### src/rtl/uart_frame_pkg.sv
`default_nettype none
// ---------------------------------------------------------------------------
// uart_frame_pkg
// Shared types and constants for the UART frame controller.
// Revision: 1.0 - initial release
// ---------------------------------------------------------------------------
package uart_frame_pkg;

  // Parser state encoding
  typedef enum logic [2:0] {
    ST_IDLE = 3'd0,
    ST_HDR  = 3'd1,
    ST_CMD  = 3'd2,
    ST_LEN  = 3'd3,
    ST_DATA = 3'd4,
    ST_CHK  = 3'd5
  } state_t;

  // Abort reasons reported on err_code
  localparam logic [1:0] ERR_LEN = 2'd1;
  localparam logic [1:0] ERR_CHK = 2'd2;
  localparam logic [1:0] ERR_TMO = 2'd3;

  // Default frame header bytes
  localparam logic [7:0] HDR0_DEFAULT = 8'hAA;
  localparam logic [7:0] HDR1_DEFAULT = 8'h55;

endpackage
`default_nettype wire

### src/rtl/uart_frame_ctrl_timeout.sv
`default_nettype none
// ---------------------------------------------------------------------------
// frame_timeout
// Inter-byte cycle counter; flags expiry when the count reaches
// TIMEOUT_CYC-1 while enabled and not being cleared.
// Revision: 1.0 - initial release
// ---------------------------------------------------------------------------
module frame_timeout #(
  parameter int TIMEOUT_CYC = 50000
) (
  input  logic clk,
  input  logic rst_n,
  input  logic clr_i,
  input  logic en_i,
  output logic expired_o
);

  localparam int CW = $clog2(TIMEOUT_CYC + 1);
  localparam logic [CW-1:0] LAST = CW'(TIMEOUT_CYC - 1);

  logic [CW-1:0] cnt_q;

  // Count idle cycles; any clear request restarts the window
  always_ff @(posedge clk or negedge rst_n) begin
    if (!rst_n) begin
      cnt_q <= '0;
    end else if (clr_i) begin
      cnt_q <= '0;
    end else if (en_i) begin
      cnt_q <= cnt_q + 1'b1;
    end
  end

  // A clear on the expiry cycle wins, so the byte is never lost
  assign expired_o = en_i && !clr_i && (cnt_q == LAST);

endmodule
`default_nettype wire

### src/rtl/uart_frame_ctrl.sv
`default_nettype none
// ---------------------------------------------------------------------------
// uart_frame_ctrl
// Parses HDR0 HDR1 CMD LEN payload CHK frames from the UART byte stream,
// checks length and checksum, enforces an inter-byte timeout and presents
// good frames with a single-cycle strobe.
// Revision: 1.0 - initial release
// ---------------------------------------------------------------------------
module uart_frame_ctrl
  import uart_frame_pkg::*;
#(
  parameter logic [7:0] HDR0        = HDR0_DEFAULT,
  parameter logic [7:0] HDR1        = HDR1_DEFAULT,
  parameter int         MAX_LEN     = 8,
  parameter int         TIMEOUT_CYC = 50000
) (
  input  logic                   clk,
  input  logic                   rst_n,
  input  logic [7:0]             rx_byte,
  input  logic                   rx_valid,
  output logic [7:0]             frm_cmd,
  output logic [3:0]             frm_len,
  output logic [8*MAX_LEN-1:0]   frm_data,
  output logic                   frm_valid,
  output logic                   frm_err,
  output logic [1:0]             err_code,
  output logic                   busy
);

  localparam logic [7:0] MAX_LEN_B = 8'(MAX_LEN);

  state_t                 state_q, state_d;
  logic [7:0]             cmd_q, cmd_d;
  logic [3:0]             len_q, len_d;
  logic [3:0]             idx_q, idx_d;
  logic [7:0]             sum_q, sum_d;
  logic [8*MAX_LEN-1:0]   pay_q, pay_d;
  logic [7:0]             frm_cmd_q, frm_cmd_d;
  logic [3:0]             frm_len_q, frm_len_d;
  logic [8*MAX_LEN-1:0]   frm_data_q, frm_data_d;
  logic                   frm_valid_q, frm_valid_d;
  logic                   frm_err_q, frm_err_d;
  logic [1:0]             err_code_q, err_code_d;
  logic                   w_tmo_expired;

  frame_timeout #(
    .TIMEOUT_CYC (TIMEOUT_CYC)
  ) u_timeout (
    .clk       (clk),
    .rst_n     (rst_n),
    .clr_i     (rx_valid || (state_q == ST_IDLE)),
    .en_i      (state_q != ST_IDLE),
    .expired_o (w_tmo_expired)
  );

  // State, shadow frame and output registers
  always_ff @(posedge clk or negedge rst_n) begin
    if (!rst_n) begin
      state_q     <= ST_IDLE;
      cmd_q       <= '0;
      len_q       <= '0;
      idx_q       <= '0;
      sum_q       <= '0;
      pay_q       <= '0;
      frm_cmd_q   <= '0;
      frm_len_q   <= '0;
      frm_data_q  <= '0;
      frm_valid_q <= 1'b0;
      frm_err_q   <= 1'b0;
      err_code_q  <= '0;
    end else begin
      state_q     <= state_d;
      cmd_q       <= cmd_d;
      len_q       <= len_d;
      idx_q       <= idx_d;
      sum_q       <= sum_d;
      pay_q       <= pay_d;
      frm_cmd_q   <= frm_cmd_d;
      frm_len_q   <= frm_len_d;
      frm_data_q  <= frm_data_d;
      frm_valid_q <= frm_valid_d;
      frm_err_q   <= frm_err_d;
      err_code_q  <= err_code_d;
    end
  end

  // Frame parser: advances only on byte strobes, otherwise watches timeout
  always_comb begin
    state_d     = state_q;
    cmd_d       = cmd_q;
    len_d       = len_q;
    idx_d       = idx_q;
    sum_d       = sum_q;
    pay_d       = pay_q;
    frm_cmd_d   = frm_cmd_q;
    frm_len_d   = frm_len_q;
    frm_data_d  = frm_data_q;
    frm_valid_d = 1'b0;
    frm_err_d   = 1'b0;
    err_code_d  = err_code_q;

    if (rx_valid) begin
      case (state_q)
        ST_IDLE: begin
          if (rx_byte == HDR0) state_d = ST_HDR;
        end
        ST_HDR: begin
          if (rx_byte == HDR1)      state_d = ST_CMD;
          else if (rx_byte != HDR0) state_d = ST_IDLE;
        end
        ST_CMD: begin
          cmd_d   = rx_byte;
          sum_d   = rx_byte;
          state_d = ST_LEN;
        end
        ST_LEN: begin
          if (rx_byte > MAX_LEN_B) begin
            frm_err_d  = 1'b1;
            err_code_d = ERR_LEN;
            state_d    = ST_IDLE;
          end else begin
            // Zero-length frames also latch length and clear the payload so
            // no stale data is published.
            len_d   = rx_byte[3:0];
            pay_d   = '0;
            idx_d   = '0;
            sum_d   = sum_q + rx_byte;
            state_d = (rx_byte == 8'd0) ? ST_CHK : ST_DATA;
          end
        end
        ST_DATA: begin
          for (int i = 0; i < MAX_LEN; i++) begin
            if (idx_q == 4'(i)) pay_d[i*8 +: 8] = rx_byte;
          end
          sum_d = sum_q + rx_byte;
          idx_d = idx_q + 4'd1;
          if (idx_q == len_q - 4'd1) state_d = ST_CHK;
        end
        ST_CHK: begin
          if (rx_byte == sum_q) begin
            frm_cmd_d   = cmd_q;
            frm_len_d   = len_q;
            frm_data_d  = pay_q;
            frm_valid_d = 1'b1;
          end else begin
            frm_err_d  = 1'b1;
            err_code_d = ERR_CHK;
          end
          state_d = ST_IDLE;
        end
        default: state_d = ST_IDLE;
      endcase
    end else if (w_tmo_expired) begin
      frm_err_d  = 1'b1;
      err_code_d = ERR_TMO;
      state_d    = ST_IDLE;
    end
  end

  assign frm_cmd   = frm_cmd_q;
  assign frm_len   = frm_len_q;
  assign frm_data  = frm_data_q;
  assign frm_valid = frm_valid_q;
  assign frm_err   = frm_err_q;
  assign err_code  = err_code_q;
  assign busy      = (state_q != ST_IDLE);

endmodule
`default_nettype wire

### config.mk
export PLATFORM = sky130hd
export DESIGN_NAME = uart_frame_ctrl
export DESIGN_NICKNAME = d
export VERILOG_FILES = /design/src/rtl/uart_frame_pkg.sv /design/src/rtl/uart_frame_ctrl_timeout.sv /design/src/rtl/uart_frame_ctrl.sv
export SDC_FILE = /design/constraint.sdc
export NUM_CORES = 1
export LEC_CHECK = 0
export BUFFER_PORTS_ARGS = -buffer_cell sky130_fd_sc_hd__buf_2
export CORE_MARGIN = 5
export CORE_UTILIZATION = 30
export CTS_BUF_LIST = sky130_fd_sc_hd__clkbuf_4 sky130_fd_sc_hd__clkbuf_8 sky130_fd_sc_hd__clkbuf_16
export DETAILED_ROUTE_END_ITERATION = 16
export SLEW_MARGIN = 20
export SYNTH_ARGS = -nofsm -noshare
export SYNTH_HDL_FRONTEND = slang
export SYNTH_SLANG_ARGS = --single-unit
### constraint.sdc
create_clock -name clk -period 2.2 [get_ports clk]
set_input_delay 0.33 -clock clk [delete_from_list [all_inputs] [get_ports clk]]
set_output_delay 0.33 -clock clk [all_outputs]
set_load 0.02 [all_outputs]
==> impl_metrics.env <==
export IMPL_insertion_delay_ns=0.43
export IMPL_avgSynthCellArea_um2=12.78
export IMPL_cp_max_fo=34
export IMPL_cts_max_level=4
export IMPL_port_buffers=91
export IMPL_fin_skew_ns=0.01290
export IMPL_wl_per_cell_um=16.42
export IMPL_dieArea_um2=30140
export IMPL_cpMaxStageDelayCell="dfrtp_1"
export IMPL_outcome="complete, no violations"
export IMPL_die_h_um=173.6
export IMPL_start_kind="flop"
export IMPL_crit_buf_inv=2
export IMPL_numClockSinks=187
export IMPL_fillers=2497
export IMPL_rrSetupSlack_ns=0.01
export IMPL_dp_hpwl_um=12820
export IMPL_synth_flop_cell="dfrtp_1"
export IMPL_syn2layout_area_growth_pct=25.01
export IMPL_drt_initial_drc_count=275
export IMPL_grt_pass1_wl_um=29530
export IMPL_final_nets=788
export IMPL_async_flop_share_pct=100.0
export IMPL_hold_path_class="input port to flop"
export IMPL_syn_inst=628
export IMPL_hold_violations=0
export IMPL_max_clock_freq_mhz=457.7
export IMPL_maxSlewViolCount=0
export IMPL_ys_seq_area_share_pct=58.28
export IMPL_synth_fp_nets=653
export IMPL_place_area_um2=9285
export IMPL_clk_pin_slew_ns=0.08
export IMPL_fin_crit_ns=2.185
export IMPL_clock_root_buffer="clkbuf_16"
export IMPL_synth_edff_count=0
export IMPL_synth_compound_area_share_pct=4.395
export IMPL_num_rows=59
export IMPL_yosysWarnings=0
export IMPL_antenna_found_initial=1
export IMPL_rsz0062_at_grt="yes"
export IMPL_ant_nets=0
export IMPL_die_w_um=173.6
export IMPL_cp_data_arrival_time_ns=2.49
export IMPL_cap_violations=0
export IMPL_setup_viol=0
export IMPL_cts_tree="done"
export IMPL_timing_setup_tns_ns=0
export IMPL_end_kind="flop"
export IMPL_globalplace_congestion=0.8208
export IMPL_ys_seq_elements=187
export IMPL_muxShareOfSynthArea_pct=20.24
export IMPL_postLayoutSetupSlackWorst_ns=0.01494
export IMPL_p_leak_uw=0.005190
export IMPL_worst_slew_pin_slew_ns=0.5896
export IMPL_start_util_pct=30.64
export IMPL_final_common_cell="dfrtp_1"
export IMPL_cts_buffers=17
export IMPL_synth_area_um2=8029
export IMPL_slew_headroom_pct=60.69
export IMPL_required_ns=2.51
export IMPL_drive_gt1_share_pct=42.14
export IMPL_core_area_um2=26210
export IMPL_drc=0
export IMPL_worstSetupPathType="flop to flop"
export IMPL_seq_area_um2=4679
export IMPL_yosys_cell_types_count=49
export IMPL_crit_family="simple AND/OR/NAND/NOR gates"
export IMPL_routed_via_density=4.653
export IMPL_period_share_pct=99.32
export IMPL_vias=5174
export IMPL_globalRoute_totalOverflow=0
export IMPL_synth_top_family_by_area="multiplexers"
export IMPL_wl_um=18260
export IMPL_final_area_um2=10040
export IMPL_synthAdderAreaFrac_pct=2.275
export IMPL_cpPeakStageDelay_ns=0.42
export IMPL_io_pins=92
export IMPL_yosys_area_share_xor_xnor_pct=2.618
export IMPL_grt_max_degree=71
export IMPL_multiInputGateArea_um2=3254
export IMPL_track_usage_pct=12.33
export IMPL_final_util_pct=38.30
export IMPL_path_cells="ha_4 > nor4_4 > nand2_1 > nor4_2 > buf_4 > nand3_4 > buf_12 > mux2_2"
export IMPL_most_common_layout_cells="187 x dfrtp_1, 135 x mux2_2, 90 x buf_2, 55 x nand2_1, 39 x buf_4"
export IMPL_ir_worst_vdd_mv=0.4860
export IMPL_synth_simple_area_share_pct=9.942
export IMPL_pre_cts_ws_ns=-0.1851
export IMPL_grt_pass1_vias=5244
export IMPL_dr_pass1_iters=4
export IMPL_cts_buffer_depth=2
export IMPL_powerDensity_nw_per_um2=686.9
kinds of logic after synthesis:
kind of cell    count (synthesis)
buf+inv                        43
flops                         187
xor+xnor                       24
simple gates                  160
mux                           145
compound gates                 55
fa+ha+maj                      14
what timing repair did:
| action | CTS | global route |
|---|---|---|
| gates resized for setup | 5 | 8 |
| endpoints found under the hold margin | 65 | 0 |
| setup buffers | 0 | 2 |
| cloned | 0 | 1 |
| hold buffers | 1 | 0 |
| endpoints found under the setup margin | 75 | 103 |
| pin swaps | 1 | 0 |
synthesized netlist by cell type, drive strengths merged, types with 2 or more instances:
cell	n	area share (%)
dfrtp	187	58
mux2	139	19
nand2	56	2.6
nor2	32	1.5
o21ai	21	1.3
a21oi	17	1.3
clkbuf	15	0.70
buf	14	0.89
inv	14	0.65
nand3	14	0.87
xor2	14	1.5
ha	13	2.0
and2	10	0.78
xnor2	10	1.1
nand4	9	0.70
nor2b	7	0.55
nor3	7	0.50
mux2i	6	0.75
nor4	6	0.65
or3	6	0.47
a21o	3	0.28
o211ai	3	0.28
o31ai	3	0.28
and4	2	0.22
nand2b	2	0.16
or4	2	0.19
sequential cells by signal, summed over array words and instances, names as in the netlist:
signal / cells
frm_cmd: 8
pay_q: 64
frm_len: 4
sum_q: 8
cmd_q: 8
idx_q: 4
frm_err: 1
frm_data: 64
frm_valid: 1
state_q: 3
u_timeout.cnt_q: 16
err_code: 2
len_q: 4
stage by stage:
stage / total power (uW) / std cells / hold WS [ns]
CTS: 6993 / 1108 / 0.2298
global route: 7181 / 1112 / 0.2543
global placement: 3938 / 1075 / 0.3822
detailed placement: 3939 / 1075 / 0.3772
finish: 6894 / 1112 / 0.2544
floorplan: 3736 / 628 / 0.03441
report_power, final:
part           leakage [uW]  internal (uW)  switching (uW)
Clock              0.000281           1600            1400
Combinational       0.00231            144             253
Sequential          0.00260           3470            26.0
final timing paths:
path | from | cells after the start | to
hold / removal | rx_valid | 2 | frm_err$_DFF_PN0_
hold reg to reg | frm_len[0]$_DFFE_PN0P_ | 2 | frm_len[0]$_DFFE_PN0P_
min in group asynchronous | rst_n | 2 | frm_data[59]$_DFFE_PN0P_
setup reg to reg | sum_q[1]$_DFFE_PN0P_ | 8 | frm_data[62]$_DFFE_PN0P_
max in group asynchronous | rst_n | 3 | frm_data[16]$_DFFE_PN0P_
setup / recovery | sum_q[1]$_DFFE_PN0P_ | 8 | frm_data[62]$_DFFE_PN0P_
metal layers:
layer / global-route usage [%] / vias up / share of wire, %
met5: 0 / - / 0
met4: 3.497 / 0 / 1.3
met3: 3.860 / 18 / 5.1
met2: 19.37 / 98 / 47
met1: 16.54 / 2594 / 47
li1: - / 2464 / -
cell type report:
type                            instances  area share (%)
Sequential cell                       187           46.62
Inverter                               14          0.5236
Timing Repair Buffer                  145           10.40
Clock inverter                         15           1.596
Multi-Input combinational cell        398           32.42
Clock buffer                           17           4.238
Tap cell                              335           4.176
Antenna cell                            1         0.02493
worst reg2reg max path, cell delays in order (launching register included):
cell,delay [ns]
dfrtp_1,0.42
ha_4,0.24
nor4_4,0.26
nand2_1,0.09
nor4_2,0.17
buf_4,0.18
nand3_4,0.16
buf_12,0.23
mux2_2,0.31
No activity file was read; power rests on OpenSTA's default activity.
